$ cat config.mk
export PLATFORM = sky130hd
export DESIGN_NAME = rpn_exec
export DESIGN_NICKNAME = d
export VERILOG_FILES = /design/src/rtl/rpn_exec.sv
export SDC_FILE = /design/constraint.sdc
export NUM_CORES = 1
export LEC_CHECK = 0
export CAP_MARGIN = 20
export CORE_MARGIN = 2
export CORE_UTILIZATION = 45
export CTS_CLUSTER_DIAMETER = 120
export DETAILED_ROUTE_END_ITERATION = 6
export MAX_ROUTING_LAYER = met4
export PLACE_DENSITY = 0.65
export SLEW_MARGIN = 40
export SYNTH_ARGS = -nofsm -noshare
export SYNTH_HDL_FRONTEND = slang
export SYNTH_SLANG_ARGS = --single-unit
$ cat constraint.sdc
create_clock -name Clk -period 7 [get_ports Clk]
set_input_delay 1.4 -clock Clk [delete_from_list [all_inputs] [get_ports Clk]]
set_output_delay 1.4 -clock Clk [all_outputs]
set_load 0.02 [all_outputs]
$ cat src/rtl/rpn_exec.sv
// RPN execution unit: takes the three stacked entries (A, B, operator) and
// computes ALU, shift-add multiply and restoring divide results with flags.
module rpn_exec #(
  parameter int WIDTH = 8
) (
  input  logic             Clk,
  input  logic             Rst,
  input  logic             Start,
  input  logic [1:0]       Count,
  input  logic [WIDTH-1:0] A,
  input  logic [WIDTH-1:0] B,
  input  logic [7:0]       Op,
  output logic [WIDTH-1:0] Result,
  output logic [WIDTH-1:0] ResultHi,
  output logic             Busy,
  output logic             Done,
  output logic             Err,
  output logic             Z,
  output logic             N,
  output logic             C
);

  typedef enum logic [1:0] {
    ST_IDLE = 2'd0,
    ST_EXEC = 2'd1,
    ST_DONE = 2'd2
  } state_t;

  localparam logic [2:0] OP_ADD = 3'd0;
  localparam logic [2:0] OP_SUB = 3'd1;
  localparam logic [2:0] OP_AND = 3'd2;
  localparam logic [2:0] OP_OR  = 3'd3;
  localparam logic [2:0] OP_XOR = 3'd4;
  localparam logic [2:0] OP_MUL = 3'd5;
  localparam logic [2:0] OP_DIV = 3'd6;
  localparam logic [2:0] OP_MOD = 3'd7;

  state_t      state_r;
  logic [7:0]  a_r;
  logic [7:0]  b_r;
  logic [2:0]  op_r;
  logic [3:0]  cnt_r;
  // MUL: {partial high, remaining multiplier}; DIV/MOD: {remainder, dividend->quotient}
  logic [15:0] acc_r;

  logic [8:0]  sum_s;
  logic [8:0]  diff_s;
  logic [8:0]  mul_sum_s;
  logic [15:0] mul_next_s;
  logic [8:0]  div_shift_s;
  logic        div_ge_s;
  logic [7:0]  div_rem_s;
  logic [15:0] div_next_s;
  logic        last_s;
  logic        fin_s;
  logic [7:0]  lo_s;
  logic [7:0]  hi_s;
  logic        c_s;
  logic        err_s;
  logic [15:0] acc_nxt_s;

  // Datapath: one iteration step and the result/flags offered to the DONE transition
  always_comb begin
    sum_s       = {1'b0, a_r} + {1'b0, b_r};
    diff_s      = {1'b0, a_r} - {1'b0, b_r};
    mul_sum_s   = {1'b0, acc_r[15:8]} + (acc_r[0] ? {1'b0, a_r} : 9'd0);
    mul_next_s  = {mul_sum_s, acc_r[7:1]};
    div_shift_s = acc_r[15:7];
    div_ge_s    = (div_shift_s >= {1'b0, b_r});
    div_rem_s   = div_ge_s ? (div_shift_s[7:0] - b_r) : div_shift_s[7:0];
    div_next_s  = {div_rem_s, acc_r[6:0], div_ge_s};
    last_s      = (cnt_r == 4'd7);
    fin_s       = 1'b1;
    lo_s        = 8'd0;
    hi_s        = 8'd0;
    c_s         = 1'b0;
    err_s       = 1'b0;
    acc_nxt_s   = acc_r;
    case (op_r)
      OP_ADD: begin
        lo_s = sum_s[7:0];
        c_s  = sum_s[8];
      end
      OP_SUB: begin
        lo_s = diff_s[7:0];
        c_s  = diff_s[8];
      end
      OP_AND: lo_s = a_r & b_r;
      OP_OR:  lo_s = a_r | b_r;
      OP_XOR: lo_s = a_r ^ b_r;
      OP_MUL: begin
        acc_nxt_s = mul_next_s;
        fin_s     = last_s;
        lo_s      = mul_next_s[7:0];
        hi_s      = mul_next_s[15:8];
        c_s       = (mul_next_s[15:8] != 8'd0);
      end
      OP_DIV, OP_MOD: begin
        if (b_r == 8'd0) begin
          err_s = 1'b1;
          lo_s  = 8'hFF;
          hi_s  = a_r;
        end else begin
          acc_nxt_s = div_next_s;
          fin_s     = last_s;
          if (op_r == OP_DIV) begin
            lo_s = div_next_s[7:0];
            hi_s = div_next_s[15:8];
          end else begin
            lo_s = div_next_s[15:8];
            hi_s = 8'd0;
          end
        end
      end
      default: begin
        lo_s  = 8'd0;
        err_s = 1'b1;
      end
    endcase
  end

  // Control FSM with registered status and result outputs
  always_ff @(posedge Clk or negedge Rst) begin
    if (!Rst) begin
      state_r  <= ST_IDLE;
      a_r      <= 8'd0;
      b_r      <= 8'd0;
      op_r     <= 3'd0;
      cnt_r    <= 4'd0;
      acc_r    <= 16'd0;
      Result   <= 8'd0;
      ResultHi <= 8'd0;
      Busy     <= 1'b0;
      Done     <= 1'b0;
      Err      <= 1'b0;
      Z        <= 1'b1;
      N        <= 1'b0;
      C        <= 1'b0;
    end else begin
      case (state_r)
        ST_IDLE: begin
          Done <= 1'b0;
          if (Start) begin
            a_r   <= A;
            b_r   <= B;
            op_r  <= Op[2:0];
            cnt_r <= 4'd0;
            acc_r <= (Op[2] && Op[1]) ? {8'd0, A} : {8'd0, B};
            if ((Count != 2'd3) || (Op[7:3] != 5'd0)) begin
              state_r  <= ST_DONE;
              Done     <= 1'b1;
              Result   <= 8'd0;
              ResultHi <= 8'd0;
              Err      <= 1'b1;
              Z        <= 1'b1;
              N        <= 1'b0;
              C        <= 1'b0;
            end else begin
              state_r <= ST_EXEC;
              Busy    <= 1'b1;
            end
          end else begin
            state_r <= ST_IDLE;
          end
        end
        ST_EXEC: begin
          if (fin_s) begin
            state_r  <= ST_DONE;
            Busy     <= 1'b0;
            Done     <= 1'b1;
            Result   <= lo_s;
            ResultHi <= hi_s;
            Err      <= err_s;
            Z        <= (lo_s == 8'd0);
            N        <= lo_s[7];
            C        <= c_s;
          end else begin
            acc_r <= acc_nxt_s;
            cnt_r <= cnt_r + 4'd1;
          end
        end
        ST_DONE: begin
          state_r <= ST_IDLE;
          Done    <= 1'b0;
        end
        default: begin
          state_r <= ST_IDLE;
          Busy    <= 1'b0;
          Done    <= 1'b0;
        end
      endcase
    end
  end

endmodule

After elaboration in Yosys (flattened, before gate mapping)
Index checks and enable logic that the tools add are counted.
- register bits after elaboration: 63
- output and inout bits: 22
- logic and storage cells: 109
- bits of input ports: 29
- reduce and logical (&&, ||, !) cells: 15
- magnitude comparators: 1
- bitwise gates (word level): 4
- equality and inequality tests: 18
- muxes and demuxes: 52
- add/subtract/negate cells: 5
- operator list (kind ; count):
    2-to-1 mux 8 bit ; 11
    one-hot mux 16 bit (2 select lines) ; 2
    one-hot mux 8 bit (7 select lines) ; 1
    2-to-1 mux 16 bit ; 3
    one-hot mux 8 bit (2 select lines) ; 3
    adder 8 x 8 -> 9 bit ; 2
    2-to-1 mux 1 bit ; 17
    zero test 8 bit ; 2
    equality test 3 bit, second input constant ; 4
    != test 2 bit, second input constant ; 6
    one-hot mux 1 bit (2 select lines) ; 6
    >= comparator 9 x 8 -> 1 bit ; 1
    subtractor 8 x 8 -> 9 bit ; 1
    bitwise AND 8 bit ; 1
    2-to-1 mux 4 bit ; 2
    OR 8 bit ; 1
    one-hot mux 4 bit (2 select lines) ; 1
    AND reduction 4 bit ; 2
    nonzero test 8 bit ; 1
    subtractor 8 bit ; 1
    XOR 8 bit ; 1
    equality test 3 x 2 -> 1 bit, second input constant ; 2
    2-to-1 mux 2 bit ; 3
    one-hot mux 1 bit (3 select lines) ; 2
    other kinds (19) ; 19

Depth between registers and ports, before layout
- depth in word-level cells: 8
- gate-level depth with buffers: 12
- depth with buffers taken out: 12

Worst setup path after synthesis
No wires, ideal clock.
- path type: reg-to-reg
- start point: register b_r[1]
- end point: register Z
- cell stages (with the launch flop): 11
- arrival time: 2.738 ns
- slack: 4.157 ns
- path buffers: 0
- data required time: 6.895 ns
- period minus slack after synthesis: 2.843 ns
- cell sequence: dfrtp_1 inv_1 ha_1 nor3b_1 o31ai_2 o211ai_2 mux2_2 a21boi_1 o21ai_1 o41a_1 a2111oi_2
- word-level cells in the longest chain between the ends: 8
- elaborated cells between the ends (all ways): 19
- RTL lines (item ; line ; text):
    start, declared ; 40 ; logic [7:0] b_r;
    start signal, assigned ; 127 ; b_r <= 8'd0;
    start signal, assigned ; 145 ; b_r <= B;
    subtractor 8 bit / >= comparator 9 x 8 -> 1 bit (equally long branches) ; 70, 69 ;
    2-to-1 mux 8 bit ; 70 ; div_rem_s = div_ge_s ? (div_shift_s[7:0] - b_r) : div_shift_s[7:0];
    2-to-1 mux 8 bit ; 106 ; if (op_r == OP_DIV) begin
    2-to-1 mux 8 bit ; 99 ; if (b_r == 8'd0) begin
    one-hot mux 8 bit (7 select lines) ; 79 ; case (op_r)
    zero test 8 bit ; 174 ; Z <= (lo_s == 8'd0);
    2-to-1 mux 1 bit ; 167 ; if (fin_s) begin
    one-hot mux 1 bit (2 select lines) ; 140 ; case (state_r)
    end signal, assigned ; 174 ;
    end, declared ; 18 ; output logic Z,
Parallel ways exist; a longest one is shown, timed or not. The select of a mux whose other input is x is not followed.
A chain may end at the register's enable or synchronous reset.

Worst setup path after layout
- start point: register b_r[3]
- end point: register Z
The elaborated chain is that of the path after synthesis.

==> out/qor.yml <==
status: "finished, final reports clean"
synth_cells: 627
layout.nets: 737
skew_ns: 0.0181
synth_area_leaders: "dfrtp_1 30%, ha_1 10%, nand2_1 6.4%"
layout-drive-gt1-share_pct: 7.50
switching_share_pct: 40.5
hold_path.class: "flip-flop to flip-flop"
drt_iter0_drc: 468
p_int_uw: 743
syn_area_um2: 5040
synth_top_area_share_pct: 29.8
power_frac_comb_pct: 38.3
grt_max_degree: 62
globalplace.congestion: 1.03
top_layer_used: "met4"
path_class: "flip-flop to flip-flop"
rsz0062_at_grt: "no"
synth_area_leader_cell: "dfrtp_1"
async_flop_share_pct: 100
vdd_drop_max_uv: 104
grt_pass1_wl_um: 26300
synth-seq-cells: 61
path_max_fanout: 7
fin_crit_ns: 3.34
io_pins: 51
cp-start-kind: "flip-flop"
arrival_ns: 3.59
met3_length_um: 1220
final_area_um2: 5850
area_growth_pct: 16.1
setup_viol: 0
drv_cap: 0
fp.dieW_um: 110
instances_no_fill: 807
worstPathRequired_ns: 7.25
dpl.cell_count: 791
synth_ff_type: "dfrtp_1"
layout_commonest_cell: "nand2_1"
yosysWarnings: 0
port_buffers: 50
grt_antenna_before_repair: 0
place_ws_ns: 3.48
clockPowerShare_pct: 26.9
cts-htree-levels: 3
die_area_um2: 12100
power_frac_seq_pct: 34.8
p_per_area_nw_per_um2: 214
post_cts_buffers: 0
post_drt_wl_per_cell_um: 20.4
wirelength_um: 16500
wl_met1_um: 7620
p_leak_nw: 2.57
viasPerCell: 6.21
num_rows: 38
start_util_pct: 46.3
place_area_um2: 5630
drc: 0
p_switching_uw: 506
ant_nets: 0
final_cell_mix: "85 x nand2_1, 63 x o21ai_0, 62 x a21oi_1"
fmax_mhz: 299
avgSynthCellArea_um2: 8.04
cts_buffer_depth: 2
clk_pin_slew_worst_paths_ns: 0.07
finalHoldViolCount: 0
insertion_delay_ns: 0.36
synth_seq_area_share_pct: 30.3
synth_nets: 701
relSlewSlack_pct: 49.8
post_cts_resized: 0
synth_edf_count: 0
cts_buffers: 9
die_y_um: 110
cts_tree: "done"
hold_buffers: 0
clock-root-buffer: "clkbuf_8"
core_area_um2: 10900
slew_violations: 0
end_kind: "flip-flop"
vias: 5008
overflow: 0
wl_met2_um: 7130
layout_setup_ws_ns: 3.66
tns_ns: 0
final_util_pct: 53.7
worstMarginPinSlew_ns: 0.747
dp_hpwl_um: 12600
grt_usage_pct: 29.9
period_share_pct: 47.8
first_global_vias: 4670
yosysUniqueCellTypes: 72
firstDrtPassIters: 7
cts_sinks: 61
n_antenna_cell: 0
flip-flops by register name (all words and copies together), names as in the netlist, 3 cells and up:
signal	cells
op_r	3
a_r	8
Result	8
ResultHi	8
b_r	8
cnt_r	4
acc_r	16
worst paths after layout:
check | cells after the start | startpoint | slack, ns | end
max in group asynchronous | 2 | Rst | 5.48 | a_r[2]
worst min-delay path | 2 | Result[3] | 0.49 | Result[3]
worst max register to register | 10 | b_r[3] | 3.66 | Z
worst min register to register | 2 | Result[3] | 0.49 | Result[3]
min in group asynchronous | 2 | Rst | 1.11 | Result[0]
worst max-delay path | 10 | b_r[3] | 3.66 | Z
logic make-up (layout without fill, tap and decap cells):
group	count (synthesis)	after routing	synth area share (%)
muxes	16	16	3.40
and+or+nand+nor	202	202	18.9
DFF	61	61	30.3
AOI/OAI and AO/OA	220	220	27.7
adders and majority gates	45	45	11.8
xor gates and xnor gates	15	15	2.61
buffers and inverters	68	108	5.36
metrics by stage:
| step | power (mW) | hold slack, ns |
|---|---|---|
| after global routing | 1.32 | 0.520 |
| after detailed placement | 0.903 | 0.478 |
| after CTS | 1.24 | 0.492 |
| after global placement | 0.899 | 0.465 |
| final | 1.25 | 0.489 |
| after floorplan | 0.746 | 0.478 |
routing by layer:
metal / GRT usage, % / vias up
li1: - / 2331
met1: 42.8 / 2375
met5: - / -
met2: 42.7 / 265
met3: 4.62 / 37
met4: 10.6 / 0
worst max-delay path, cell delays in order (launching register included):
cell	delay (ns)
dfrtp_1	0.44
inv_1	0.21
ha_1	0.44
and3_2	0.24
o31ai_2	0.10
o211ai_2	0.35
mux2_2	0.44
a21boi_1	0.17
o21ai_1	0.11
o41a_1	0.45
a2111oi_2	0.29
synth_stat cells, types with 6 or more instances:
cell type	instances
nand2_1	86
o21ai_0	63
a21oi_1	62
dfrtp_1	60
ha_1	41
inv_1	35
nor2_1	35
clkbuf_1	23
nand3_1	17
and2_1	12
a21o_1	10
o21ai_1	10
mux2_2	9
nor3_1	8
xnor2_1	8
mux2i_1	7
nand2b_1	7
xor2_1	7
nor2b_1	6
power groups by stage:
| stage | Clock [mW] | Sequential (mW) | Combinational [mW] |
|---|---|---|---|
| finish | 0.336 | 0.435 | 0.478 |
| global route | 0.354 | 0.437 | 0.526 |
| floorplan | 0 | 0.407 | 0.338 |
| CTS | 0.337 | 0.432 | 0.467 |
| global placement | 0 | 0.437 | 0.462 |
| detailed placement | 0 | 0.439 | 0.464 |
final cells by class:
type	instances	area (µm²)
flip-flops and latches	61	1530
well taps	140	175
clock inverters	4	47.5
multi-input cells	498	3260
clock buffers	11	151
inverters	36	135
fillers	1036	5040
repair buffers	57	556
(Power assumes the default switching activity.)
